### src/rtl/axi_xbar_aw_w_steer.sv
// AW->W steering stage for one slave port of the crossbar demux: forwards AW to the
// decoded master port, queues the select in order, and steers W bursts until WLAST.
module axi_xbar_aw_w_steer #(
    parameter int unsigned NoMstPorts  = 4,
    parameter int unsigned MaxMstTrans = 8,
    parameter bit          FallThrough = 1'b0,
    parameter int unsigned SelWidth    = ($clog2(NoMstPorts) > 0) ? $clog2(NoMstPorts) : 1
) (
    input  logic                  clk_i,
    input  logic                  rst_i,
    input  logic                  slv_aw_valid_i,
    output logic                  slv_aw_ready_o,
    input  logic [SelWidth-1:0]   slv_aw_sel_i,
    output logic [NoMstPorts-1:0] mst_aw_valid_o,
    input  logic [NoMstPorts-1:0] mst_aw_ready_i,
    input  logic                  slv_w_valid_i,
    input  logic                  slv_w_last_i,
    output logic                  slv_w_ready_o,
    output logic [NoMstPorts-1:0] mst_w_valid_o,
    input  logic [NoMstPorts-1:0] mst_w_ready_i,
    output logic                  busy_o,
    output logic                  sel_err_o
);

    localparam int unsigned PtrW = (MaxMstTrans > 1) ? $clog2(MaxMstTrans) : 1;
    localparam int unsigned CntW = $clog2(MaxMstTrans + 1);
    localparam logic [CntW-1:0] CntMax  = CntW'(MaxMstTrans);
    localparam logic [PtrW-1:0] PtrLast = PtrW'(MaxMstTrans - 1);

    function automatic logic [PtrW-1:0] ptr_inc(input logic [PtrW-1:0] p);
        return (p == PtrLast) ? '0 : p + 1'b1;
    endfunction

    logic [SelWidth-1:0]   fifo_mem [MaxMstTrans];
    logic [PtrW-1:0]       wr_ptr_q, rd_ptr_q;
    logic [CntW-1:0]       count_q;
    logic                  sel_err_q;

    logic                  sel_in_range, not_full, aw_ok, aw_hs;
    logic                  head_vld, w_act, ft_route, w_done, push, pop;
    logic [SelWidth-1:0]   w_sel;
    logic [NoMstPorts-1:0] w_onehot;

    assign sel_in_range = (32'(slv_aw_sel_i) < NoMstPorts);
    assign not_full     = (count_q < CntMax);
    assign aw_ok        = slv_aw_valid_i & not_full & sel_in_range;
    assign head_vld     = (count_q != '0);

    // AW path: valid is a pure function of request and FIFO space, never of ready
    always_comb begin
        mst_aw_valid_o = '0;
        for (int i = 0; i < NoMstPorts; i++) begin
            mst_aw_valid_o[i] = aw_ok && (32'(slv_aw_sel_i) == 32'(i));
        end
    end

    assign slv_aw_ready_o = aw_ok & (|(mst_aw_valid_o & mst_aw_ready_i));
    assign aw_hs          = slv_aw_ready_o;

    // W select: queued head first; bypass only when the queue is empty
    always_comb begin
        w_act    = 1'b0;
        ft_route = 1'b0;
        w_sel    = '0;
        if (!rst_i) begin
            if (head_vld) begin
                w_act = 1'b1;
                w_sel = fifo_mem[rd_ptr_q];
            end else if (FallThrough && aw_hs) begin
                w_act    = 1'b1;
                ft_route = 1'b1;
                w_sel    = slv_aw_sel_i;
            end
        end
    end

    always_comb begin
        w_onehot = '0;
        for (int i = 0; i < NoMstPorts; i++) begin
            w_onehot[i] = w_act && (32'(w_sel) == 32'(i));
        end
    end

    assign mst_w_valid_o = w_onehot & {NoMstPorts{slv_w_valid_i}};
    assign slv_w_ready_o = |(w_onehot & mst_w_ready_i);

    assign w_done = slv_w_valid_i & slv_w_ready_o & slv_w_last_i;
    // A bypassed burst that finishes in its own AW cycle never needs a FIFO slot
    assign push   = aw_hs & ~(ft_route & w_done);
    assign pop    = head_vld & w_done;

    always_ff @(posedge clk_i) begin
        if (push) begin
            fifo_mem[wr_ptr_q] <= slv_aw_sel_i;
        end
    end

    always_ff @(posedge clk_i or posedge rst_i) begin
        if (rst_i) begin
            wr_ptr_q  <= '0;
            rd_ptr_q  <= '0;
            count_q   <= '0;
            sel_err_q <= 1'b0;
        end else begin
            if (push) begin
                wr_ptr_q <= ptr_inc(wr_ptr_q);
            end
            if (pop) begin
                rd_ptr_q <= ptr_inc(rd_ptr_q);
            end
            case ({push, pop})
                2'b10:   count_q <= count_q + 1'b1;
                2'b01:   count_q <= count_q - 1'b1;
                default: count_q <= count_q;
            endcase
            if (slv_aw_valid_i && !sel_in_range) begin
                sel_err_q <= 1'b1;
            end
        end
    end

    assign busy_o    = head_vld;
    assign sel_err_o = sel_err_q;

endmodule

### config.mk
export PLATFORM = sky130hd
export DESIGN_NAME = axi_xbar_aw_w_steer
export DESIGN_NICKNAME = d
export VERILOG_FILES = /design/src/rtl/axi_xbar_aw_w_steer.sv
export SDC_FILE = /design/constraint.sdc
export NUM_CORES = 1
export LEC_CHECK = 0
export ABC_AREA = 1
export CAP_MARGIN = 20
export CORE_MARGIN = 2
export CORE_UTILIZATION = 50
export CTS_BUF_LIST = sky130_fd_sc_hd__clkbuf_4
export DETAILED_ROUTE_END_ITERATION = 10
export MAX_ROUTING_LAYER = met4
export PLACE_DENSITY = 0.87
export SLEW_MARGIN = 20
export SYNTH_ARGS = -nofsm -noshare
export SYNTH_HDL_FRONTEND = slang
export SYNTH_SLANG_ARGS = --single-unit
### constraint.sdc
create_clock -name clk_i -period 3 [get_ports clk_i]
set_input_delay 0.75 -clock clk_i [delete_from_list [all_inputs] [get_ports clk_i]]
set_output_delay 0.75 -clock clk_i [all_outputs]
set_load 0.02 [all_outputs]
==> flow_metrics.tcl, run 1 <==
set metrics [dict create \
    via_count 1293 \
    initial_core_util_pct 53.75 \
    r2r_cells 20 \
    wl_met1_um 1296 \
    area_delta_synth_final_pct 37.26 \
    rr_startpoint "rd_ptr_q[0]$_DFFE_PP0P_" \
    syn_area_um2 1508 \
    wl_um 3350 \
    n_antenna_cell 0 \
    finalCritPeriodShare_pct 96.65 \
    clockBufferDepth 2 \
    hold_slack_ps 460.4 \
    power_density_nw_per_um2 701.0 \
    cp_data_required_time_ps 2250 \
    place.gp.congestion 0.9119 \
    coreArea_um2 2805 \
    skew_ps 6.719 \
    ant_nets 0 \
    clk_pin_slew_ps 130 \
    post_drt_via_cell_ratio 5.031 \
    p_total_uw 1451 \
    cts-root-buf "clkbuf_4" \
    die_x_um 58.91 \
    wl_met2_um 1861 \
    ys_types 26 \
    critical_path.max_fanout 3 \
    dieArea_um2 3470 \
    drc_errors 3 \
    multiInputGateArea_um2 757.0 \
    overflow 0 \
    synth_warnings 0 \
    postCtsHoldBufs 0 \
    cts_sinks 26 \
    holdCritPathClass "input pin to async pin" \
    r2r_setup_slack_ps 140 \
    outcome "complete, but fails checks" \
    r2r_end "count_q[3]$_DFFE_PP0P_" \
    worst-setup-path-type "input pin to output pin" \
    cap_violations 0 \
    place_hpwl_um 2473 \
    htree_levels 1 \
    drive_gt1_share_pct 22.57 \
    place_area_um2 1937 \
    netlist_instances 179 \
    port_buffers 25 \
    finalHoldViolations 0 \
    setup_viol 0 \
    violations "design-rule violations" \
    placementRows 19 \
    grt_pass1_vias 1206 \
    ys_seq_area_share_pct 48.46 \
    grt_max_degree 15 \
    dr_wl_met3_um 142 \
    dr.max_layer_used "met4" \
    layout.area.seq_um2 730.7 \
    grt_pass1_wl_um 5216 \
    stdcell_area_um2 2069 \
    grtUsageTotal_pct 21.03 \
    fillCellCount 213 \
    arrival_ps 2150 \
    routedWlPerCell_um 13.04 \
    slew_violations 0 \
    drt_pass1_iterations 8 \
    die_h_um 58.91 \
    period_minus_slack_ps 2900 \
    numCtsBuffers 3 \
    clk_latency_ps 330 \
    final_common_cell "nand2_1" \
    cts_tree "yes" \
    synth_seq_cells 26 \
    io_pins 27 \
    avgSynthCellArea_um2 8.423 \
    max_freq_mhz 344.9 \
    antenna_found_initial 0 \
    p_leak_uw 0.001027 \
    endpoint_kind "output pin" \
    synth_nets 202 \
    final_cell_mix "45 x nand2_1, 30 x inv_1, 20 x buf_4" \
    cp-start-kind "input pin" \
    first_iter_violations 35 \
    fin_nets 250 \
    ir_drop_mv 0.4532 \
]
-- cell usage after synthesis, drive strengths merged --
cell type	count	area share [%]
conb	1	0.25
or2	2	1.0
edfxtp	16	32
nand3	21	7.3
inv	33	8.2
xor2	2	1.2
nor3	9	3.3
o21a	1	0.50
fa	1	1.3
nand4	2	1.7
a211oi	1	0.50
ha	7	5.8
buf	2	1.0
xnor2	1	0.58
a21boi	1	0.50
o21ai	4	1.6
nor2	18	5.0
nand2	47	12
dfrtp	10	17
-- through the flow --
step	TNS, ps	cells	worst slack [ps]	utilization [%]
3_3_place_gp	-1644	251	-295.6	69.05
2_1_floorplan	0	179	128.7	-
4_1_cts	0	255	6.934	69.71
3_5_place_dp	-2345	251	-439.9	69.05
5_1_grt	-89.22	257	-70.72	73.77
6_report	0	257	100.5	73.77
-- logic make-up after synthesis --
| kind of cell | synth area share [%] |
|---|---|
| AND/OR/NAND/NOR | 30.13 |
| adder cells (fa/ha/maj) | 7.137 |
| flip-flops | 48.46 |
| other | 0.2487 |
| AO/OA/AOI/OAI | 3.071 |
| XOR/XNOR | 1.743 |
| buffers and inverters | 9.211 |
-- area by class of cell --
class | count | area share (%)
Multi-Input combinational cell | 118 | 36.58
Sequential cell | 26 | 35.31
Timing Repair Buffer | 45 | 18.98
Inverter | 33 | 5.986
Tap cell | 31 | 1.874
Clock buffer | 3 | 1.088
Clock inverter | 1 | 0.1814
-- timing repair --
| item | in CTS | in global routing |
|---|---|---|
| pin swaps | 0 | 5 |
| setup endpoints to repair | 11 | 5 |
| gates resized for setup | 12 | 20 |
| gates cloned | 0 | 0 |
| setup buffers | 0 | 2 |
-- routing by layer --
layer  GRT usage [%]  up-vias
li1                -      664
met1           20.89      587
met2           40.16       37
met3           3.297        5
met4           8.442        0
met5               -        -
-- how the worst max path moves through the flow --
stage                                       start                endpoint  slack [ps]  cells after the start
after floorplan                   slv_aw_sel_i[0]  count_q[3]$_DFFE_PP0P_         130                     14
after global placement                      rst_i  count_q[3]$_DFFE_PP0P_        -300                     16
after detailed placement                    rst_i  count_q[3]$_DFFE_PP0P_        -440                     16
after CTS                                   rst_i           slv_w_ready_o           7                      7
after global routing      rd_ptr_q[0]$_DFFE_PP0P_  count_q[3]$_DFFE_PP0P_         -70                     19
final                             slv_aw_sel_i[0]          slv_aw_ready_o         100                      6
-- power by group --
part | leakage (uW) | switching [uW] | internal (uW) | total (uW)
Combinational | 0.000745 | 439 | 332 | 770
Clock | 0.0000154 | 101 | 49.0 | 150
Sequential | 0.000266 | 80.8 | 450 | 530
-- sequential cells by signal, indices dropped and copies added (netlist names) --
signal and count:
fifo_mem 16, rd_ptr_q 3, count_q 4, wr_ptr_q 3
-- worst max-delay path: stages --
cell             delay (ps)
clkdlybuf4s50_1         490
inv_1                    90
nor3_2                  210
nand2_1                 130
nand4_4                 130
dlygate4sd2_1           340
Power figures use the tool's default switching activity.
==> run 2, diff against run 1 <==
Settings changed: CAP_MARGIN 20 to 30.
==> results of run 2 <==
Same layout as run 1: the final DEF is identical, and so are final timing and power.
